==> src/rtl/exec_pkg.sv <==
// Shared encodings for the execute stage: opcodes, funct fields, FSM states, ALU ops.
// decode_alu maps an opcode/funct pair onto the ALU op set, or ALU_NONE when unsupported.
package exec_pkg;

    localparam logic [6:0] OP_R    = 7'b0110011;
    localparam logic [6:0] OP_I    = 7'b0010011;
    localparam logic [6:0] F7_BASE = 7'b0000000;
    localparam logic [6:0] F7_ALT  = 7'b0100000;
    localparam logic [6:0] F7_MEXT = 7'b0000001;

    localparam logic [2:0] F3_ADD = 3'b000, F3_SLL = 3'b001, F3_SLT = 3'b010, F3_SLTU = 3'b011;
    localparam logic [2:0] F3_XOR = 3'b100, F3_SRL = 3'b101, F3_OR  = 3'b110, F3_AND  = 3'b111;
    localparam logic [2:0] F3_MUL = 3'b000, F3_DIV = 3'b100, F3_DIVU = 3'b101;
    localparam logic [2:0] F3_REM = 3'b110, F3_REMU = 3'b111;

    typedef enum logic [1:0] {ST_IDLE = 2'd0, ST_MUL = 2'd1, ST_DIV = 2'd2, ST_DONE = 2'd3} state_t;

    typedef enum logic [3:0] {
        ALU_ADD, ALU_SUB, ALU_SLL, ALU_SLT, ALU_SLTU,
        ALU_XOR, ALU_SRL, ALU_SRA, ALU_OR, ALU_AND, ALU_NONE
    } alu_op_t;

    function automatic alu_op_t decode_alu(input logic [6:0] opc, input logic [2:0] f3,
                                           input logic [6:0] f7);
        alu_op_t op;
        op = ALU_NONE;
        if (opc == OP_R && f7 == F7_BASE) begin
            case (f3)
                F3_ADD:  op = ALU_ADD;
                F3_SLL:  op = ALU_SLL;
                F3_SLT:  op = ALU_SLT;
                F3_SLTU: op = ALU_SLTU;
                F3_XOR:  op = ALU_XOR;
                F3_SRL:  op = ALU_SRL;
                F3_OR:   op = ALU_OR;
                default: op = ALU_AND;
            endcase
        end else if (opc == OP_R && f7 == F7_ALT) begin
            if (f3 == F3_ADD)      op = ALU_SUB;
            else if (f3 == F3_SRL) op = ALU_SRA;
        end else if (opc == OP_I) begin
            // funct7 is immediate bits here; only shifts constrain it (bit 0 is shamt[5] on RV64)
            case (f3)
                F3_ADD:  op = ALU_ADD;
                F3_SLT:  op = ALU_SLT;
                F3_SLTU: op = ALU_SLTU;
                F3_XOR:  op = ALU_XOR;
                F3_OR:   op = ALU_OR;
                F3_AND:  op = ALU_AND;
                F3_SLL:  if (f7[6:1] == F7_BASE[6:1]) op = ALU_SLL;
                default: begin
                    if (f7[6:1] == F7_BASE[6:1])     op = ALU_SRL;
                    else if (f7[6:1] == F7_ALT[6:1]) op = ALU_SRA;
                end
            endcase
        end
        return op;
    endfunction

endpackage

==> src/rtl/alu_core.sv <==
// Combinational RV64I ALU op set with carry/overflow for ADD and SUB.
// For SUB, o_carry reports the borrow (set when A < B unsigned).
module alu_core
    import exec_pkg::*;
#(
    parameter int XLEN = 64
) (
    input  alu_op_t         i_op,
    input  logic [XLEN-1:0] i_a,
    input  logic [XLEN-1:0] i_b,
    output logic [XLEN-1:0] o_result,
    output logic            o_carry,
    output logic            o_overflow
);
    localparam int SHW = $clog2(XLEN);

    logic [XLEN:0]  w_sum;
    logic [XLEN:0]  w_diff;
    logic [SHW-1:0] w_shamt;

    assign w_sum   = {1'b0, i_a} + {1'b0, i_b};
    assign w_diff  = {1'b0, i_a} - {1'b0, i_b};
    assign w_shamt = i_b[SHW-1:0];

    always_comb begin
        o_result   = '0;
        o_carry    = 1'b0;
        o_overflow = 1'b0;
        case (i_op)
            ALU_ADD: begin
                o_result   = w_sum[XLEN-1:0];
                o_carry    = w_sum[XLEN];
                o_overflow = (i_a[XLEN-1] == i_b[XLEN-1]) && (w_sum[XLEN-1] != i_a[XLEN-1]);
            end
            ALU_SUB: begin
                o_result   = w_diff[XLEN-1:0];
                o_carry    = w_diff[XLEN];
                o_overflow = (i_a[XLEN-1] != i_b[XLEN-1]) && (w_diff[XLEN-1] != i_a[XLEN-1]);
            end
            ALU_SLL:  o_result = i_a << w_shamt;
            ALU_SLT:  o_result = {{(XLEN-1){1'b0}}, ($signed(i_a) < $signed(i_b))};
            ALU_SLTU: o_result = {{(XLEN-1){1'b0}}, (i_a < i_b)};
            ALU_XOR:  o_result = i_a ^ i_b;
            ALU_SRL:  o_result = i_a >> w_shamt;
            ALU_SRA:  o_result = $signed(i_a) >>> w_shamt;
            ALU_OR:   o_result = i_a | i_b;
            ALU_AND:  o_result = i_a & i_b;
            default:  o_result = '0;
        endcase
    end

endmodule

==> src/rtl/exec_unit_mc.sv <==
// Multi-cycle execute stage: single-cycle ALU ops plus iterative MUL/DIV/REM with
// valid/ready on both sides. MUL and DIV share the r_acc/r_sh register pair.
module exec_unit_mc
    import exec_pkg::*;
#(
    parameter int XLEN     = 64,
    parameter int MUL_STEP = 1
) (
    input  logic            clk,
    input  logic            rst_n,
    input  logic            flush,
    input  logic            in_valid,
    output logic            in_ready,
    input  logic [6:0]      opcode,
    input  logic [2:0]      funct3,
    input  logic [6:0]      funct7,
    input  logic            alu_src,
    input  logic [XLEN-1:0] val_a,
    input  logic [XLEN-1:0] val_b,
    input  logic [XLEN-1:0] imm,
    input  logic [4:0]      rd_in,
    output logic            out_valid,
    input  logic            out_ready,
    output logic [XLEN-1:0] result,
    output logic [4:0]      rd_out,
    output logic            carry,
    output logic            overflow,
    output logic            zero_flag,
    output logic            busy
);
    localparam int CW = $clog2(XLEN);
    localparam logic [CW-1:0] MUL_LAST = CW'(XLEN / MUL_STEP - 1);
    localparam logic [CW-1:0] DIV_LAST = CW'(XLEN - 1);

    state_t          r_state, w_state_nx;
    logic [XLEN-1:0] r_acc, r_sh, r_opnd, r_result;
    logic [CW-1:0]   r_cnt;
    logic [4:0]      r_rd;
    logic            r_carry, r_ovf, r_zero, r_is_rem, r_neg_q, r_neg_r, r_div0;

    logic [XLEN-1:0] w_b, w_a_mag, w_b_mag, w_alu_res, w_acc_nx, w_sh_nx, w_opnd_nx, w_fin;
    logic [XLEN:0]   w_trial, w_sub;
    logic            w_accept, w_is_mext, w_is_mul, w_is_div, w_div_signed, w_is_rem;
    logic            w_a_neg, w_b_neg, w_alu_c, w_alu_v, w_qbit;
    alu_op_t         w_alu_op;

    assign w_b       = alu_src ? imm : val_b;
    assign w_accept  = in_valid && in_ready && !flush;
    assign w_is_mext = (opcode == OP_R) && (funct7 == F7_MEXT);
    assign w_alu_op  = decode_alu(opcode, funct3, funct7);

    always_comb begin
        w_is_mul     = 1'b0;
        w_is_div     = 1'b0;
        w_div_signed = 1'b0;
        w_is_rem     = 1'b0;
        if (w_is_mext) begin
            case (funct3)
                F3_MUL:  w_is_mul = 1'b1;
                F3_DIV:  begin w_is_div = 1'b1; w_div_signed = 1'b1; end
                F3_DIVU: w_is_div = 1'b1;
                F3_REM:  begin w_is_div = 1'b1; w_div_signed = 1'b1; w_is_rem = 1'b1; end
                F3_REMU: begin w_is_div = 1'b1; w_is_rem = 1'b1; end
                default: ;
            endcase
        end
    end

    assign w_a_neg = w_div_signed && val_a[XLEN-1];
    assign w_b_neg = w_div_signed && w_b[XLEN-1];
    assign w_a_mag = w_a_neg ? -val_a : val_a;
    assign w_b_mag = w_b_neg ? -w_b : w_b;

    alu_core #(.XLEN(XLEN)) u_alu (
        .i_op      (w_alu_op),
        .i_a       (val_a),
        .i_b       (w_b),
        .o_result  (w_alu_res),
        .o_carry   (w_alu_c),
        .o_overflow(w_alu_v)
    );

    // Restoring divide: shift the next dividend bit into the partial remainder, try subtract.
    assign w_trial = {r_acc, r_sh[XLEN-1]};
    assign w_sub   = w_trial - {1'b0, r_opnd};
    assign w_qbit  = !w_sub[XLEN];

    always_comb begin
        w_acc_nx  = r_acc;
        w_sh_nx   = r_sh;
        w_opnd_nx = r_opnd;
        if (r_state == ST_MUL) begin
            for (int j = 0; j < MUL_STEP; j++)
                if (r_sh[j]) w_acc_nx = w_acc_nx + (r_opnd << j);
            w_opnd_nx = r_opnd << MUL_STEP;
            w_sh_nx   = r_sh >> MUL_STEP;
        end else begin
            w_acc_nx = w_qbit ? w_sub[XLEN-1:0] : w_trial[XLEN-1:0];
            w_sh_nx  = {r_sh[XLEN-2:0], w_qbit};
        end
    end

    // Sign fix-up on the last iteration; divide-by-zero quotient is forced to all ones.
    assign w_fin = (r_state == ST_MUL) ? w_acc_nx :
                   r_is_rem            ? (r_neg_r ? -w_acc_nx : w_acc_nx) :
                   r_div0              ? '1 :
                   r_neg_q             ? -w_sh_nx : w_sh_nx;

    always_ff @(posedge clk or negedge rst_n) begin
        if (!rst_n) r_state <= ST_IDLE;
        else        r_state <= w_state_nx;
    end

    always_comb begin
        w_state_nx = r_state;
        if (flush) begin
            w_state_nx = ST_IDLE;
        end else begin
            case (r_state)
                ST_IDLE: if (w_accept)
                    w_state_nx = w_is_mul ? ST_MUL : (w_is_div ? ST_DIV : ST_DONE);
                ST_MUL, ST_DIV: if (r_cnt == '0) w_state_nx = ST_DONE;
                default: if (out_ready) w_state_nx = ST_IDLE;
            endcase
        end
    end

    always_comb begin
        in_ready  = (r_state == ST_IDLE);
        out_valid = (r_state == ST_DONE);
        busy      = (r_state == ST_MUL) || (r_state == ST_DIV);
    end

    always_ff @(posedge clk or negedge rst_n) begin
        if (!rst_n) begin
            r_acc    <= '0;
            r_sh     <= '0;
            r_opnd   <= '0;
            r_cnt    <= '0;
            r_result <= '0;
            r_rd     <= '0;
            r_carry  <= 1'b0;
            r_ovf    <= 1'b0;
            r_zero   <= 1'b0;
            r_is_rem <= 1'b0;
            r_neg_q  <= 1'b0;
            r_neg_r  <= 1'b0;
            r_div0   <= 1'b0;
        end else if (w_accept) begin
            r_rd     <= rd_in;
            r_acc    <= '0;
            r_is_rem <= w_is_rem;
            r_neg_q  <= w_a_neg ^ w_b_neg;
            r_neg_r  <= w_a_neg;
            r_div0   <= (w_b == '0);
            if (w_is_mul) begin
                r_sh   <= w_b;
                r_opnd <= val_a;
                r_cnt  <= MUL_LAST;
            end else if (w_is_div) begin
                r_sh   <= w_a_mag;
                r_opnd <= w_b_mag;
                r_cnt  <= DIV_LAST;
            end else begin
                r_result <= w_alu_res;
                r_carry  <= w_alu_c;
                r_ovf    <= w_alu_v;
                r_zero   <= (w_alu_res == '0);
            end
        end else if (r_state == ST_MUL || r_state == ST_DIV) begin
            r_acc  <= w_acc_nx;
            r_sh   <= w_sh_nx;
            r_opnd <= w_opnd_nx;
            r_cnt  <= r_cnt - 1'b1;
            if (r_cnt == '0) begin
                r_result <= w_fin;
                r_carry  <= 1'b0;
                r_ovf    <= 1'b0;
                r_zero   <= (w_fin == '0);
            end
        end
    end

    assign result    = r_result;
    assign rd_out    = r_rd;
    assign carry     = r_carry;
    assign overflow  = r_ovf;
    assign zero_flag = r_zero;

endmodule

==> config.mk <==
export PLATFORM = sky130hd
export DESIGN_NAME = exec_unit_mc
export DESIGN_NICKNAME = d
export VERILOG_FILES = /design/src/rtl/exec_pkg.sv /design/src/rtl/alu_core.sv /design/src/rtl/exec_unit_mc.sv
export SDC_FILE = /design/constraint.sdc
export NUM_CORES = 2
export LEC_CHECK = 0
export CORE_MARGIN = 1
export CORE_UTILIZATION = 45
export DETAILED_ROUTE_END_ITERATION = 16
export REMOVE_ABC_BUFFERS = 1
export SETUP_SLACK_MARGIN = 0.15
export SYNTH_ARGS = -nofsm -noshare
export SYNTH_HDL_FRONTEND = slang
export SYNTH_SLANG_ARGS = --single-unit
==> constraint.sdc <==
create_clock -name clk -period 9.9 [get_ports clk]
set_input_delay 1.485 -clock clk [delete_from_list [all_inputs] [get_ports clk]]
set_output_delay 1.485 -clock clk [all_outputs]
set_load 0.02 [all_outputs]
==> flow_summary.ini <==
[finish]
drive_gt1_share_pct = 7.40
postLayoutCoreUtil_pct = 50.6
area_delta_synth_final_pct = 11.3
multi_input_comb_area_sq_um = 42600
final-seq-area_sq_um = 6910
nFillCells = 11800
finalNetCount = 8135

[cts]
cts_setup_buffers = 0
cts_buffers = 34
clk_pin_slew_worst_paths_ns = 0.06
cts_buffer_depth = 3
cts_root_buf = clkbuf_16
clk_latency_ns = 0.58
cts_sinks = 276
cts.repair.resized = 0
hold_buffers = 0
cts_tree = done
h-tree-depth = 2

[timing]
fmax_mhz = 108
worst_slew_pin_slew_ns = 1.58
finalSetupViolCount = 0
maxSlewHeadroom_pct = -5.32
period_minus_slack_ns = 9.26
hold_violations = 0
clock_skew_ns = 0.0210
rsz0062_at_grt = no
post-route-period-util_pct = 93.5
final.setup.tns_ns = 0
final_max_slew_viol_count = 6

[pwr]
vdd_drop_max_mv = 0.222
power_per_cell_area_nw_per_um2 = 292
p_leak_uw = 0.0236

[yosys]
synth.ff_latch_count = 276
synth-main-ff-cell = dfrtp_1
synth_common_cells = nand2_1, nor2_1, a21oi_1, o21ai_0, clkbuf_1
avgSynthCellArea_sq_um = 6.96
synthMostInstantiatedCell = nand2_1
synth_area_sq_um = 53000
netlist_instances = 7611
synth_top_area_cell = dfrtp_1
synth.distinct_cells = 109
async_flop_share_pct = 100
ys_seq_area_share_pct = 13.0
ys.warnings.count = 0
synth_top_area_share_pct = 13.0
synthTopCellsByArea = dfrtp_1, ha_1, a21oi_1
synth_edf_count = 0

[floorplan]
rows = 125
fp.dieH_um = 345
die_x_um = 345
dieArea_sq_um = 119000
pin_count = 295
initial_core_util_pct = 45.5
coreArea_sq_um = 116000

[placed_design]
place.gp.congestion = 1.12
dp_hpwl_mm = 239
numPortBuffers = 294

[drt]
wl_per_cell_um = 32.9
wl_mm = 301
via_per_inst = 7.08
remaining_drc_errors = 0
ant_nets = 0
vias = 64800
drtPass1Iterations = 7
drt_iter0_markers = 10500

[status]
violations = capacitance limit, slew limit
outcome = finished, violations left

[setup_path]
crit_chain = buf_4 > mux2i_4 > ha_1 > o21bai_1 > a21oi_1 > o311ai_0 > nand4b_1 > a311oi_1 > o21ai_0 > a211oi_1 > o2111ai_1 > a21oi_1 > o22ai_1 > o31a_1 > o41ai_1 > buf_4 > nand2b_1 > a221oi_1 > and3b_1 > and4_1 > a31o_1
crit_required_ns = 10.41
critical_path_class = input pin to flop
slowest_stage = a211oi_1
critPathArrivalTime_ns = 9.77
max_stage_delay_ns = 0.87
crit_path_end_kind = flop
worst-path-buf-inv = 2
crit_family = compound AO/OA/AOI/OAI gates
critPathMaxFanout = 32
startpoint_type = input pin

[global_routing]
use_met2_pct = 71.2
grt_pass1_vias = 59300
grt_max_degree = 145
overflow = 0
met1_usage_pct = 62.0
grt_use_met3_pct = 12.1
grt_pass1_wl_mm = 425
top_usage_layer = met2
grt_antenna_before_repair = 21
track_usage_pct = 48.1

[min_path]
worstHoldPathType = flop to flop

[run]
maxCapViolCount = 1
==> power breakdown <==
group          total (uW)  switching, uW  internal [uW]  leakage [uW]
Combinational       13500           8990           4480        0.0194
Sequential           2330            765           1560       0.00356
Clock                1430            591            841      0.000603
==> flip-flops by register name, indices dropped and copies added (netlist names) <==
signal / cells
r_is_rem: 1
r_sh: 64
r_neg_r: 1
r_cnt: 6
r_opnd: 64
r_acc: 64
zero_flag: 1
rd_out: 5
r_state: 2
result: 64
r_div0: 1
overflow: 1
carry: 1
r_neg_q: 1
==> cells by family after synthesis <==
family                   Yosys count  synth area share, %
adder cells (fa/ha/maj)          333                 7.93
flip-flops                       276                 13.0
AO/OA/AOI/OAI                   2725                 33.3
AND/OR/NAND/NOR                 2523                 22.0
multiplexers                     490                 11.5
XOR/XNOR                         321                 5.31
buffers and inverters            943                 6.90
==> cell type report <==
type                            instances  area share, %
Tap cell                             1524           3.24
Sequential cell                       276           11.7
Timing Repair Buffer                  536           8.33
Antenna cell                           13         0.0552
Clock buffer                           47           1.68
Multi-Input combinational cell       6392           72.4
Inverter                              342           2.19
Clock inverter                         15          0.421
==> path summary, 6_finish.rpt <==
check	startpoint	to	slack [ns]	depth (start not counted)
worst max-delay path	alu_src	zero_flag	0.64	21
worst min-delay path	rd_out[2]	rd_out[2]	0.48	2
worst max register to register	r_opnd[55]	zero_flag	1.37	21
worst min register to register	rd_out[2]	rd_out[2]	0.48	2
max in group asynchronous	rst_n	carry	7.55	2
min in group asynchronous	rst_n	r_opnd[2]	0.94	1
==> metal layers <==
layer / vias to the layer above / routed length, um
met3: 899 / 36900
met1: 31000 / 115000
met4: 16 / 23300
li1: 28300 / -
met2: 4583 / 125000
met5: - / 114
==> stage by stage <==
stage	power [uW]	setup slack [ns]	cell area, sq um	cells	hold WS (ns)
6_report	17200	0.640	58900	9145	0.481
5_1_grt	18100	0.647	58900	9132	0.512
4_1_cts	16600	1.19	58900	9131	0.481
3_5_place_dp	15100	0.619	57600	9069	0.466
3_3_place_gp	15000	0.717	57600	9068	0.458
2_1_floorplan	10600	-5.65	50600	7010	0.465
==> worst min-delay path, cell delays in order, from the launching register on <==
cell and delay (ns):
dfrtp_1 0.35, nand2_1 0.05, nand2_1 0.05
==> cell usage in the layout, fill, tap and decap left out, types with 77 or more instances in the layout <==
cell type        instances
a21oi_1                703
nor2_1                 716
xnor2_1                244
xor2_1                  77
a31oi_1                103
dfrtp_1                275
nand4_1                102
mux2i_1                344
o21ai_0                656
mux4_2                  89
o211ai_1               120
a21o_1                  98
o31ai_1                 81
nor3_1                 198
clkdlybuf4s50_1        292
inv_1                  329
ha_1                   327
nand2_1                852
nand3_1                170
a211oi_1               199
buf_4                  229
No activity file was read; power rests on OpenSTA's default activity.
